File: src/rtl/frame_row_scanout.sv
// Frame row scanout: snapshots a composed game board on request and streams
// it to the display driver one 10-bit row per valid/ready transfer.

package game_state_pkg;
    // Composed board, addressed as screen[x][y] with x 0..9 and y 0..19.
    typedef struct packed {
        logic [9:0][19:0] screen;
    } game_state_t;
endpackage

module frame_row_scanout
    import game_state_pkg::*;
#(
    parameter bit BOTTOM_FIRST = 1'b0,
    parameter int DROP_CNT_W   = 8
) (
    input  logic                  clk,
    input  logic                  reset,
    input  game_state_t           frame_i,
    input  logic                  start_i,
    output logic                  busy_o,
    output logic                  row_valid_o,
    input  logic                  row_ready_i,
    output logic [9:0]            row_data_o,
    output logic [4:0]            row_idx_o,
    output logic                  sof_o,
    output logic                  eof_o,
    output logic                  frame_done_o,
    output logic [DROP_CNT_W-1:0] dropped_o
);

    localparam logic [4:0] FIRST_ROW = BOTTOM_FIRST ? 5'd19 : 5'd0;
    localparam logic [4:0] LAST_ROW  = BOTTOM_FIRST ? 5'd0  : 5'd19;

    typedef enum logic [1:0] {
        IDLE,
        STREAM,
        DONE
    } state_t;

    state_t                  state_q, state_d;
    logic [4:0]              cnt_q, cnt_d;
    game_state_t             snap_q, snap_d;
    logic [DROP_CNT_W-1:0]   drop_q, drop_d;
    logic [9:0]              rowSel;

    // State, row counter, snapshot and drop counter registers.
    always_ff @(posedge clk or posedge reset) begin
        if (reset) begin
            state_q <= IDLE;
            cnt_q   <= 5'd0;
            snap_q  <= '0;
            drop_q  <= '0;
        end else begin
            state_q <= state_d;
            cnt_q   <= cnt_d;
            snap_q  <= snap_d;
            drop_q  <= drop_d;
        end
    end

    // Next-state logic: capture on start in IDLE, step rows on each transfer,
    // and count starts that arrive while a frame is still in flight.
    always_comb begin
        state_d = state_q;
        cnt_d   = cnt_q;
        snap_d  = snap_q;
        drop_d  = drop_q;
        case (state_q)
            IDLE: begin
                if (start_i) begin
                    snap_d  = frame_i;
                    cnt_d   = FIRST_ROW;
                    state_d = STREAM;
                end
            end
            STREAM: begin
                if (row_ready_i) begin
                    if (cnt_q == LAST_ROW) begin
                        state_d = DONE;
                    end else if (BOTTOM_FIRST) begin
                        cnt_d = cnt_q - 5'd1;
                    end else begin
                        cnt_d = cnt_q + 5'd1;
                    end
                end
            end
            DONE: begin
                state_d = IDLE;
            end
            default: begin
                state_d = IDLE;
            end
        endcase
        if (start_i && (state_q != IDLE) && (drop_q != {DROP_CNT_W{1'b1}})) begin
            drop_d = drop_q + DROP_CNT_W'(1);
        end
    end

    // Gather one row of the snapshot: bit x comes from column x at the current y.
    always_comb begin
        rowSel = '0;
        for (int x = 0; x < 10; x++) begin
            rowSel[x] = snap_q.screen[x][cnt_q];
        end
    end

    // Outputs decode only registered state, so no input reaches them combinationally.
    assign row_valid_o  = (state_q == STREAM);
    assign busy_o       = (state_q != IDLE);
    assign frame_done_o = (state_q == DONE);
    assign row_idx_o    = cnt_q;
    assign row_data_o   = row_valid_o ? rowSel : 10'd0;
    assign sof_o        = row_valid_o && (cnt_q == FIRST_ROW);
    assign eof_o        = row_valid_o && (cnt_q == LAST_ROW);
    assign dropped_o    = drop_q;

endmodule

File: config.mk
export PLATFORM = sky130hd
export DESIGN_NAME = frame_row_scanout
export DESIGN_NICKNAME = d
export VERILOG_FILES = /design/src/rtl/frame_row_scanout.sv
export SDC_FILE = /design/constraint.sdc
export NUM_CORES = 1
export LEC_CHECK = 0
export CORE_ASPECT_RATIO = 1.4
export CORE_MARGIN = 3
export CORE_UTILIZATION = 35
export CTS_CLUSTER_DIAMETER = 60
export DETAILED_ROUTE_END_ITERATION = 7
export GPL_TIMING_DRIVEN = 1
export PLACE_DENSITY_LB_ADDON = 0.3
export SYNTH_ARGS = -nofsm -noshare
export SYNTH_HDL_FRONTEND = slang
export SYNTH_SLANG_ARGS = --single-unit
File: constraint.sdc
create_clock -name clk -period 6.6 [get_ports clk]
set_input_delay 0.66 -clock clk [delete_from_list [all_inputs] [get_ports clk]]
set_output_delay 0.66 -clock clk [all_outputs]
set_load 0.02 [all_outputs]
### After elaboration in Yosys (flattened, before gate mapping)

Index checks and enable logic that the tools add are counted.

* multiplexer cells: 29
* add/sub/neg operators: 2
* order comparisons: 1
* eq/ne operators: 8
* reduce and logical (&&, ||, !) cells: 11

Operators with widths (number)
* $bmux 1 s5: 10
* $mux 5: 3
* $mux 1: 10
* $mux 10: 1
* $pmux 5 s2: 1
* $add 8x1->8 const B: 1
* $ne 8x8->1 const B: 1
* $lt 5x6->1 const B: 1
* $mux 2: 3
* $add 5x1->5 const B: 1
* $eq 5x5->1 const B: 1
* $logic_not 5->1: 1
* $logic_and 1x1->1: 4
* $ne 2x1->1 const B: 2
* $ne 2x2->1 const B: 2
* $pmux 2 s2: 1
* $reduce_and 4->1: 1
* $reduce_bool 2->1: 2
* $reduce_and 3->1: 1
* $eq 2x1->1 const B: 1
* $eq 2x2->1 const B: 1
* $logic_not 2->1: 1
* $reduce_and 2->1: 1

* register bits: 215
* input port bits: 204
* output and inout bits: 28
* logic and storage cells: 64

### Depth between registers and ports, before layout

Gate-level depths: netlist (run 1).

* depth after elaboration: 4
* depth in mapped cells: 7
* gate-level depth less buffers: 5

### Worst setup path after synthesis (run 1)

OpenSTA, ideal clock, no wires.

* path type: register to output
* from: register cnt_q[0] (netlist: row_idx_o[0])
* to: output row_data_o[0]
* arrival: 1756 ps
* path slack: 4184 ps
* stages on the path, launching flop included: 6
* required time: 5940 ps
* buffers on the path: 2
* cell sequence: dfrtp_1 buf_4 buf_4 mux4_2 mux2i_1 o21ai_0

* longest elaborated chain between the ends: 3

Ends and longest elaborated chain
* from (decl): RTL line 42 `logic [4:0] cnt_q, cnt_d;`
* from (signal assigned): RTL line 56 `cnt_q <= cnt_d;`
* $bmux 1 s5: RTL line 104 `rowSel[x] = snap_q.screen[x][cnt_q];`
* $mux 1 (not written as such): RTL line 104
* $mux 10: RTL line 113 `assign row_data_o = row_valid_o ? rowSel : 10'd0;`
* to (decl): RTL line 24 `output logic [9:0] row_data_o,`

No other way between the ends. The select of a mux whose other input is x is not followed.

### Worst setup path after layout (run 1)

Same ends and word-level chain as after synthesis.

==> results.txt, run 1 <==
The number of vias per cell after detailed routing is 4.94. The number of buffers added for setup after CTS is 0. The die span in y came out at 204 um.

The synthesized-area fraction occupied by ao, oa, aoi and oai cells is 0.0344. In the final layout, the share of cells above drive strength 1 is 0.328. The routed length on met3 came out at 1240 um. The global-route wire length before repair came out at 39100 um. The placed cell count is 1201. The first-pass detailed-route iteration total came out at 4. The number of core rows came out at 71. The TritonCTS clock tree is built. The total setup violations reported at the end of the flow came out at 0.

The launching element of the worst setup path is row_idx_o[0]. After synthesis, the share of cell area in mux cells is 0.352. The largest fanout on the critical path is 55.

The HPWL after detailed placement is 18200 um. The via count came out at 6166. The critical path goes through buf_4 -> mux4_2 -> a32oi_1 -> o21ai_0 -> clkdlybuf4s50_1. The number of antenna violations at the first check in global routing came out at 1.

The routed length on met1 is 10400 um. The worst slew slack as a fraction of its limit is 0.317. The area of the placeable core came out at 27200 um2. The most used flip-flop cell after synthesis is sky130_fd_sc_hd__dfrtp_1.

The final routed wirelength across all metal layers is 25300 um. The required time of the worst setup path is 5.94 ns. The final count of pins violating max slew came out at 0. The power per standard cell area is 417 nW/um2. The share of synthesized cell area in and, or, nand and nor gates is 0.0234. The via count of the first global-routing pass came out at 6793. After synthesis, the largest family of logic cells by area is multiplexers. The critical path data arrival time came out at 3.73 ns.

The wire length per cell after detailed routing came out at 20.3 um. The shortest clock period the worst path allows after layout is 4.39 ns. The count of nets left with antenna violations once routing finished came out at 0. The leakage dissipation is 5.29 nW. The worst-case register-to-register setup slack is 4.00 ns. The number of placed I/O pins came out at 232. The critical path is of the flip-flop to output pin type. After synthesis, the mean cell area works out to 15.3 um2. The number of H-tree branching levels is 1. For this configuration, the core starts out at a cell density of 0.360. The number of port buffers came out at 231.

The flop and latch count out of synthesis came out at 215. The flow ran to the end, and the final reports show no timing, DRC or antenna violations. Across the run, the number of max-cap violations was 0. The horizontal die dimension is 147 um. The synthesized net count came out at 846. Entering global routing, the biggest net connects 111 pins. The worst setup path endpoint is row_data_o[0].

The count of cells resized by post-cts repair came out at 0. The number of buffers created by CTS came out at 25. The share of the clock period used by the worst path came out at 0.665. Setup repair after global routing left no endpoint under its margin. Of the total synthesized cell area, the portion taken by XOR and XNOR cells is 0.00716.

The tree is rooted in a sky130_fd_sc_hd__clkbuf_16. The worst register-to-register path has a depth of 4. On the worst path, the slowest cell contributes a delay of 1.09 ns. Clock-pin slew was measured on the worst setup and hold paths at 0.06 ns. The summed negative setup slack over all endpoints is 0 ns.

The register area share after synthesis came out at 0.550. The final-stage net count came out at 1070. In this run the worst hold path is classified as flip-flop to flip-flop. The clock tree skew after final layout came out at 0.0104 ns.

After synthesis, the netlist uses 36 different library cells. In the global route stage, overall resource usage came out at 0.166. The endpoint of the worst-slack reg-to-reg timing path is snap_q[48]. The measured slew at the worst slew-check pin came out at 1.02 ns.

The synthesized netlist occupies a cell area of 9790 um2. The highest routed metal layer is met4. The final-layout fill cell count is 2462.

The clock sink total came out at 215. The startpoint identified for the worst register-to-register timing path is state_q[0]. After technology mapping, the gate count stands at 639.

No sink is reached through more buffers than the 3 on the longest clock path. The largest vdd supply drop came out at 231 uV. The die outline area came out at 30000 um2. The total length of routed met2 wires is 13200 um. The clock latency at the later pin of the worst-skew pair is 0.52 ns. STA classifies the critical path endpoint as an output pin. The hold violation total from the final report came out at 0. The finished layout holds 1247 standard cells, fillers aside. Hold repair after CTS inserted 0 buffers.

The number of flops mapped to enable cells by yosys is 0. Of the total synthesized cell area, the portion taken by full adders, half adders and majority gates is 0.00383. The area growth from synthesis to layout is 35.3%. The yosys synthesis warning count came out at 0. The worst setup path is launched from a flip-flop. For this design, the slowest cell found on the critical path is sky130_fd_sc_hd__dfrtp_4. The DRC violations left came out at 0. The number of design-rule violations left by the first detailed-router iteration came out at 257. The congestion estimate from routability-driven global placement came to 0.735.

The aggregate global routing overflow came out at 0. In the synthesized netlist the async set-or-reset flop fraction comes to 1.00. Based on the critical path, the design can be clocked at up to 0.228 GHz.
cell usage after synthesis, types with 2 or more instances:
library cell               number  area, um2
sky130_fd_sc_hd__buf_2         12       60.1
sky130_fd_sc_hd__o21ai_0       15       75.1
sky130_fd_sc_hd__and3_1         4       25.0
sky130_fd_sc_hd__mux4_2        31        698
sky130_fd_sc_hd__buf_4         20        150
sky130_fd_sc_hd__xnor2_1        6       52.6
sky130_fd_sc_hd__a21oi_1        3       15.0
sky130_fd_sc_hd__buf_6          4       45.0
sky130_fd_sc_hd__a32oi_1        9       78.8
sky130_fd_sc_hd__buf_1          2       7.51
sky130_fd_sc_hd__mux2i_1       48        480
sky130_fd_sc_hd__dfrtp_1      215       5380
sky130_fd_sc_hd__nand4_1        2       12.5
sky130_fd_sc_hd__nand2_1       11       41.3
sky130_fd_sc_hd__xor2_1         2       17.5
sky130_fd_sc_hd__and3b_1        2       17.5
sky130_fd_sc_hd__or3_1          2       12.5
sky130_fd_sc_hd__clkbuf_1       2       7.51
sky130_fd_sc_hd__nor2_1         3       11.3
sky130_fd_sc_hd__inv_1          5       18.8
sky130_fd_sc_hd__a22oi_1       18        135
sky130_fd_sc_hd__nand3_1        3       15.0
sky130_fd_sc_hd__ha_1           3       37.5
sky130_fd_sc_hd__nor2b_1        3       18.8
sky130_fd_sc_hd__mux2_2       201       2260
sky130_fd_sc_hd__and2_1         3       18.8
flip-flops by register name (all words and copies together) (netlist names):
name and flops:
snap_q 200, dropped_o 8, row_idx_o 5, state_q 2
worst min path at each step:
| stage | start | to | slack, ns | depth (start not counted) |
|---|---|---|---|---|
| final | snap_q[158] | snap_q[158] | 0.50 | 1 |
| after global routing | snap_q[110] | snap_q[110] | 0.52 | 1 |
| after global placement | snap_q[126] | snap_q[126] | 0.48 | 1 |
| after detailed placement | snap_q[130] | snap_q[130] | 0.49 | 1 |
| after floorplan | snap_q[112] | snap_q[112] | 0.48 | 1 |
| after CTS | snap_q[130] | snap_q[130] | 0.50 | 1 |
per-layer routing:
| layer | vias to the layer above | track usage |
|---|---|---|
| li1 | 2824 | - |
| met4 | 0 | 0.0423 |
| met1 | 3149 | 0.209 |
| met2 | 157 | 0.298 |
| met5 | - | 0 |
| met3 | 36 | 0.0288 |
worst max-delay path: cells and delay by family, from the launching register on:
family,cells,cell delay (ns)
muxes,1,0.55
AOI/OAI and AO/OA,2,0.47
buffers and inverters,2,1.07
DFF,1,1.09
layout make-up:
| cell class | count | area, um2 | area share |
|---|---|---|---|
| flip-flops and latches | 215 | 5390 | 0.407 |
| multi-input cells | 378 | 4140 | 0.312 |
| repair buffers | 238 | 2360 | 0.179 |
| clock buffers | 32 | 692 | 0.0522 |
| well taps | 365 | 457 | 0.0345 |
| clock inverters | 13 | 180 | 0.0136 |
| inverters | 5 | 26.3 | 0.00198 |
| diodes | 1 | 2.50 | 0.000189 |
through the flow:
step | total power, mW | hold slack (ns) | instance area [um2] | setup slack [ns] | utilization
after floorplan | 3.45 | 0.475 | 9790 | 0.0607 | -
after global placement | 4.09 | 0.483 | 12400 | 2.66 | 0.455
after detailed placement | 4.13 | 0.491 | 12400 | 2.63 | 0.455
after CTS | 5.61 | 0.505 | 13200 | 2.08 | 0.487
after global routing | 5.85 | 0.516 | 13200 | 1.98 | 0.487
final | 5.52 | 0.501 | 13200 | 2.21 | 0.487
cell families (layout without fill, tap and decap cells):
family | count (synthesis) | in the layout
AO/OA/AOI/OAI | 48 | 48
XOR/XNOR | 8 | 8
adder cells (fa/ha/maj) | 3 | 3
buffers and inverters | 46 | 288
flip-flops | 215 | 215
multiplexers | 280 | 280
other | 0 | 1
AND/OR/NAND/NOR | 39 | 39
cell usage in the layout, fill, tap and decap left out, drive strengths merged:
cell	n
nand3	3
nor3	1
o211ai	1
clkdlybuf4s50	231
a22oi	18
o2111ai	1
nor3b	1
nand4bb	1
a21oi	3
and3b	2
bufinv	4
or2	1
o21ai	15
nor2	3
a32oi	9
nand2b	1
and3	4
xnor2	6
diode	1
dfrtp	215
xor2	2
clkbuf	32
mux4	31
mux2	201
ha	3
a41oi	1
nor4b	1
mux2i	48
nand2	11
nor2b	3
inv	7
or3	2
and2	3
buf	7
nand4	2
clkinv	7
where the power goes:
part	switching, mW	leakage, nW	internal, mW	total (mW)
Combinational	0.750	2.33	1.12	1.87
Sequential	0.411	2.53	1.79	2.20
Clock	0.553	0.434	0.899	1.45
(Power assumes the default switching activity.)
==> inputs of run 2 (changes only) <==
- clock period: 6.6 -> 4.6 ns (I/O delays scaled with it)
==> results.txt, run 2 (same netlist as run 1, synthesis figures left out) <==
The maximum number of pins on one net before global-route repair is 115 (was 111). The final-stage net count came out at 1069 (was 1070). The number of cells on the worst reg-to-reg path came out at 5 (was 4).

The number of nets still failing antenna checks after routing came out at 0 (unchanged). The leakage dissipation came to 5.27 nW (was 5.29 nW). The element type at the critical path end is an output pin (unchanged). The via count of the first global-routing pass is 6783 (was 6793). The number of placed I/O pins came out at 232 (unchanged). The post-route core utilization came to 0.487 (about the same).

Most frequent cells in the layout: sky130_fd_sc_hd__clkdlybuf4s50_1 (231), sky130_fd_sc_hd__dfrtp_1 (213), sky130_fd_sc_hd__mux2_2 (201), sky130_fd_sc_hd__mux2i_1 (48), sky130_fd_sc_hd__mux4_2 (31) (unchanged). The hold-fix buffer count after cts is 0 (unchanged). The die span in y is 204 um (unchanged). The slowest stage cell on the critical path is sky130_fd_sc_hd__dfrtp_2 (was sky130_fd_sc_hd__dfrtp_4). The share of the clock period used by the worst path is 0.826.

The worst-case setup slack after placement is 1.26 ns (was 2.63 ns). The number of buffers added for setup after CTS came out at 0 (unchanged). The horizontal die dimension came to 147 um (unchanged). The starting density of the core is 0.360 (unchanged). The worst-case register-to-register setup slack came out at 2.39 ns (was 4.00 ns).

The clock tree skew after final layout is 0.00602 ns (was 0.0104 ns). Cells traversed along the worst timing path: nor2b_1 -> a22oi_1 -> a32oi_1 -> o21ai_0 -> clkdlybuf4s50_1 (was buf_4 -> mux4_2 -> a32oi_1 -> o21ai_0 -> clkdlybuf4s50_1). The count of cells resized by post-cts repair came out at 0 (unchanged). The area of the placeable core came to 27200 um2 (unchanged). The total setup violations reported at the end of the flow is 0 (unchanged). The wire length per cell after detailed routing came out at 20.2 um (was 20.3 um). The number of vias per cell after detailed routing came out at 4.96 (was 4.94). The register ranked first by flip-flop count was snap_q (unchanged). Unrepaired setup endpoints after global routing: false (unchanged). The placed wire-length estimate after detailed placement is 18200 um (about the same). The hold violation total from the final report is 0 (unchanged).

The final count of pins violating max slew is 0 (unchanged). The number of design-rule violations left by the first detailed-router iteration is 256 (was 257). The buffer type at the clock tree root is sky130_fd_sc_hd__clkbuf_16 (unchanged). The die outline area is 30000 um2 (unchanged). The number of buffers created by CTS came out at 24 (was 25). The aggregate global routing overflow came to 0 (unchanged).

The kind of path behind the tightest hold check is input pin to async pin (was flip-flop to flip-flop). The required time of the worst setup path came out at 4.14 ns (was 5.94 ns). The largest vdd supply drop came out at 331 uV (was 231 uV).

The global-route wire length before repair is 39200 um (was 39100 um). Subtracting the final worst setup slack from the clock period gives 3.80 ns. The critical path's largest stage delay came out at 0.89 ns (was 1.09 ns). The TritonCTS clock tree is built (unchanged). The type of origin of the critical path is a flip-flop (unchanged).

The cell area after layout is 13200 um2 (about the same). The number of antenna violations at the first check in global routing is 1 (unchanged). The critical path class was flip-flop to output pin (unchanged). The global routing usage summed across all routing layers is 0.166 (about the same). The measured slew at the worst slew-check pin came out at 0.891 ns (was 1.02 ns). The number of port buffers is 231 (unchanged). The power per standard cell area is 590 nW/um2 (was 417 nW/um2). The fmax is 0.263 GHz.

The cell class contributing the biggest share of worst-path delay is flip-flops (unchanged). The total cell area at the placement stage is 12400 um2 (about the same). The number of flip-flops under the largest register name came to 200 (unchanged). The area growth from synthesis to final layout came to 35.1% (was 35.3%).

The first-pass detailed-route iteration total is 4 (unchanged). The clock sink total is 215 (unchanged). The clock-pin slew reported for the worst setup and hold paths after clock tree synthesis came to 0.06 ns (about the same). The via count came out at 6174 (was 6166). The endpoint of the worst-slack reg-to-reg timing path was row_idx_o[3] (was snap_q[48]).

The number of core rows is 71 (unchanged). The DRC violations left came out at 0 (unchanged). The slack of the critical path is 0.799 ns (was 2.21 ns). The final routed wirelength across all metal layers came out at 25100 um (was 25300 um).

The launch point of the worst reg-to-reg path is state_q[0] (unchanged). The largest fanout on the critical path is 33 (was 55). The count of max-cap constraint violations was 0 (unchanged).

The buffers plus inverters on the worst setup path came out at 1 (was 2). The number of H-tree branching levels came to 1 (unchanged). The worst slew slack as a fraction of its limit came out at 0.405 (was 0.317). Run status: finished clean (unchanged).

The leading cell type in the layout, fill and taps excluded is sky130_fd_sc_hd__clkdlybuf4s50_1 (unchanged). The final weighted congestion in routability-driven placement came to 0.776 (was 0.735). The summed negative setup slack over all endpoints is 0 ns (unchanged).

The final hold slack is 0.484 ns (was 0.501 ns). The buffer levels on the longest clock path was 3 (unchanged). The clock latency at the later pin of the worst-skew pair is 0.50 ns (was 0.52 ns). The critical path data arrival time came out at 3.34 ns (was 3.73 ns). The layout cell share with drive strength beyond 1 came out at 0.322 (was 0.328).
## run 2: changes by cell type in the layout (fill, tap and decap cells not counted), sizes merged
| cell | delta |
|---|---|
| bufinv | -2 |
| clkbuf | +5 |
| clkinv | -3 |
| clkinvlp | +1 |
| inv | -3 |
## run 2: area by class of cell
class | count | area, um2
repair buffers | 238 | 2430
flip-flops and latches | 215 | 5390
clock buffers | 37 | 721
diodes | 1 | 2.50
fillers | 2428 | 14000
well taps | 365 | 457
inverters | 5 | 22.5
clock inverters | 6 | 80.1
multi-input cells | 378 | 4140
## run 2: power breakdown
group	internal, mW	switching [mW]
clock network	1.18	0.747
logic	1.62	1.24
registers	2.57	0.432
total	5.38	2.42
## run 2: worst max-delay path by stage
| stage | depth (start not counted) | slack (ns) | endpoint | from |
|---|---|---|---|---|
| after floorplan | 1 | 1.34 | dropped_o[0] | reset |
| after global placement | 5 | 1.25 | row_data_o[0] | row_idx_o[2] |
| after detailed placement | 5 | 1.26 | row_data_o[9] | row_idx_o[2] |
| after CTS | 5 | 0.70 | row_data_o[9] | row_idx_o[2] |
| after global routing | 5 | 0.56 | row_data_o[9] | row_idx_o[2] |
| final | 5 | 0.80 | row_data_o[9] | row_idx_o[2] |
## run 2: per-stage QoR
stage / total power [mW] / std cells
after floorplan: 4.95 / 639
after global placement: 5.90 / 1201
after detailed placement: 5.96 / 1201
after CTS: 7.92 / 1244
after global routing: 8.27 / 1245
final: 7.80 / 1245
## run 2: worst register-to-register path, delay by kind of cell, from the launching register on
| family | cells | cell delay (ns) |
|---|---|---|
| compound gates | 2 | 0.42 |
| buf+inv | 1 | 0.51 |
| flops | 1 | 0.47 |
| simple gates | 2 | 0.72 |
## run 2: per-layer routing
| layer | wire length, um | track usage |
|---|---|---|
| met3 | 1310 | 0.0328 |
| met5 | 0 | 0 |
| met1 | 10200 | 0.207 |
| met4 | 446 | 0.0403 |
| met2 | 13100 | 0.297 |
==> inputs of run 3 (changes only) <==
- clock period: 4.6 -> 3.8 ns (I/O delays scaled with it)
==> results.txt, run 3 (same netlist as run 1, synthesis figures left out) <==
The launch point of the worst reg-to-reg path is state_q[0] (unchanged). The critical path class is flip-flop to output pin (unchanged). The die span in y is 204 um (unchanged). The critical path's largest stage delay came to 0.60 ns (was 0.89 ns). The clock tree skew after final layout is 0.0118 ns (was 0.00602 ns). The clock group share of total power came out at 0.248 (about the same). The leading cell type in the layout, fill and taps excluded is sky130_fd_sc_hd__clkdlybuf4s50_1 (unchanged). The count of cells resized by post-cts repair is 0 (unchanged). The layout cell share with drive strength beyond 1 is 0.330 (was 0.322).

The total setup violations reported at the end of the flow was 0 (unchanged). The final-layout fill cell count is 2446 (was 2428). The type of origin of the critical path is a flip-flop (unchanged). The via count is 6164 (was 6174).

The slack of the critical path came out at 0.336 ns (was 0.799 ns). The final weighted congestion in routability-driven placement is 0.776 (unchanged). The hold violation total from the final report is 0 (unchanged). The summed negative setup slack over all endpoints came out at 0 ns (unchanged). The TritonCTS clock tree was built (unchanged).

Cells traversed along the worst timing path: buf_4 -> mux2i_1 -> a22oi_1 -> a32oi_1 -> o21ai_0 -> clkdlybuf4s50_1 (was nor2b_1 -> a22oi_1 -> a32oi_1 -> o21ai_0 -> clkdlybuf4s50_1). The number of placed I/O pins came out at 232 (unchanged). The number of antenna violations at the first check in global routing is 2 (was 1).

The buffer levels on the longest clock path is 3 (unchanged). The die outline area came to 30000 um2 (unchanged). The clock-pin slew reported for the worst setup and hold paths after clock tree synthesis is 0.07 ns (was 0.06 ns). The number of H-tree branching levels came to 1 (unchanged).

The final routed wirelength across all metal layers is 25200 um (was 25100 um). The clock sink total came to 215 (unchanged). The largest vdd supply drop was 310 uV (was 331 uV). The horizontal die dimension was 147 um (unchanged). The wire length per cell after detailed routing is 20.2 um (about the same). Run status: finished clean (unchanged).

The worst-case setup slack after placement is 0.854 ns (was 1.26 ns). The number of cells on the worst reg-to-reg path was 5 (unchanged). The number of nets still failing antenna checks after routing came out at 0 (unchanged).

The leakage dissipation came out at 5.30 nW (was 5.27 nW). The buffer type at the clock tree root is sky130_fd_sc_hd__clkbuf_16 (unchanged). The starting density of the core was 0.360 (unchanged). The number of core rows is 71 (unchanged). The clock latency at the later pin of the worst-skew pair is 0.51 ns (was 0.50 ns).

The placed wire-length estimate after detailed placement came out at 18200 um (about the same). The hold-fix buffer count after cts came out at 0 (unchanged). The largest fanout on the critical path is 20 (was 33). The DRC violations left came out at 0 (unchanged). The via count of the first global-routing pass came out at 6775 (was 6783).

Unrepaired setup endpoints after global routing: false (unchanged). The global routing usage summed across all routing layers came out at 0.165 (was 0.166). The final count of pins violating max slew came to 0 (unchanged). The number of design-rule violations left by the first detailed-router iteration came out at 301 (was 256). The number of flip-flops under the largest register name is 200 (unchanged). The area of the placeable core came to 27200 um2 (unchanged). The switching share of power is 0.312 (was 0.310).

The share of power burned in registers came to 0.381 (was 0.385). The element type at the critical path end is an output pin (unchanged). The worst slew slack as a fraction of its limit is 0.448 (was 0.405). The maximum number of pins on one net before global-route repair is 97 (was 115). The fmax came out at 0.289 GHz. The number of buffers created by CTS came out at 24 (unchanged). The final-stage net count is 1073 (was 1069). The required time of the worst setup path came out at 3.42 ns (was 4.14 ns). The number of buffers added for setup after CTS is 0 (unchanged). The critical path data arrival time came out at 3.08 ns (was 3.34 ns). The slowest stage cell on the critical path is sky130_fd_sc_hd__dfrtp_4 (was sky130_fd_sc_hd__dfrtp_2). The internal power component came out at 6.52 mW (was 5.38 mW). The measured slew at the worst slew-check pin is 0.826 ns (was 0.891 ns). The worst-case register-to-register setup slack was 1.56 ns (was 2.39 ns). The aggregate global routing overflow is 0 (unchanged). The endpoint of the worst-slack reg-to-reg timing path is row_idx_o[3] (unchanged). The register ranked first by flip-flop count is snap_q (unchanged). In the finished design, the share of the clock period the worst path needs comes to 0.912. The global-route wire length before repair is 38800 um (was 39200 um). The net switching power figure came out at 2.96 mW (was 2.42 mW).

The area growth from synthesis to final layout is 35.7% (was 35.1%). The kind of path behind the tightest hold check was input pin to async pin (unchanged). The first-pass detailed-route iteration total was 4 (unchanged). The count of max-cap constraint violations came out at 0 (unchanged). The worst path in the final design needs a cycle of 3.46 ns, including I/O delays and setup. The number of vias per cell after detailed routing came out at 4.93 (was 4.96). The total chip power is 9.48 mW (was 7.80 mW).

The number of port buffers came to 231 (unchanged). The power per standard cell area came out at 714 nW/um2 (was 590 nW/um2). Most frequent cells in the layout: sky130_fd_sc_hd__clkdlybuf4s50_1 (231), sky130_fd_sc_hd__dfrtp_1 (213), sky130_fd_sc_hd__mux2_2 (201), sky130_fd_sc_hd__mux2i_1 (48), sky130_fd_sc_hd__mux4_2 (31) (unchanged). The combinational share of power is 0.371 (was 0.367).
==> run 3: cell types whose count changed in the layout (fill, tap and decap cells not counted) <==
cell	before	now
sky130_fd_sc_hd__clkbuf_8	5	8
sky130_fd_sc_hd__clkbuf_1	7	3
sky130_fd_sc_hd__clkinv_8	0	1
sky130_fd_sc_hd__bufinv_16	2	1
sky130_fd_sc_hd__clkinv_2	4	5
sky130_fd_sc_hd__diode_2	1	2
sky130_fd_sc_hd__buf_4	2	6
==> run 3: area by class of cell <==
class                   count  area (um2)  share of cell area
diodes                      2        5.00            0.000377
clock inverters             7        71.3             0.00537
multi-input cells         378        4140               0.311
well taps                 365         457              0.0344
clock buffers              36         747              0.0562
flip-flops and latches    215        5390               0.406
inverters                   5        22.5             0.00170
repair buffers            242        2460               0.185
==> run 3: worst max path at each step <==
stage / from / end / slack, ns / depth (start not counted)
6_report: row_idx_o[0] / row_data_o[1] / 0.34 / 6
5_1_grt: row_idx_o[2] / row_data_o[0] / 0.13 / 5
4_1_cts: row_idx_o[0] / row_data_o[0] / 0.27 / 5
3_5_place_dp: row_idx_o[0] / row_data_o[0] / 0.85 / 5
3_3_place_gp: row_idx_o[0] / row_data_o[0] / 0.87 / 6
2_1_floorplan: reset / dropped_o[0] / 0.62 / 1
==> run 3: routing by layer <==
layer	vias to the layer above	GRT usage	routed length, um
met3	27	0.0302	1180
met5	-	0	0
met4	0	0.0470	410
li1	2836	-	-
met1	3151	0.206	10400
met2	150	0.293	13200
==> run 3: power groups by stage <==
stage                     Sequential, mW  Combinational, mW  Clock (mW)
after floorplan                     3.51               2.49           0
after global placement              3.64               3.53           0
after detailed placement            3.67               3.56           0
after CTS                           3.62               3.57        2.43
after global routing                3.74               3.78        2.52
final                               3.62               3.51        2.35
==> run 3: through the flow <==
| stage | utilization | hold WS, ns | std cells | instance area [um2] |
|---|---|---|---|---|
| finish | 0.489 | 0.389 | 1250 | 13300 |
| CTS | 0.488 | 0.413 | 1248 | 13300 |
| detailed placement | 0.458 | 0.492 | 1205 | 12500 |
| floorplan | - | 0.475 | 639 | 9790 |
| global placement | 0.458 | 0.483 | 1205 | 12500 |
| global route | 0.489 | 0.444 | 1250 | 13300 |
==> run 3: worst max-delay path: cells and delay by family, from the launching register on <==
family          cells  cell delay [ns]
buf+inv             2             1.00
mux                 1             0.34
flops               1             0.60
compound gates      3             0.61
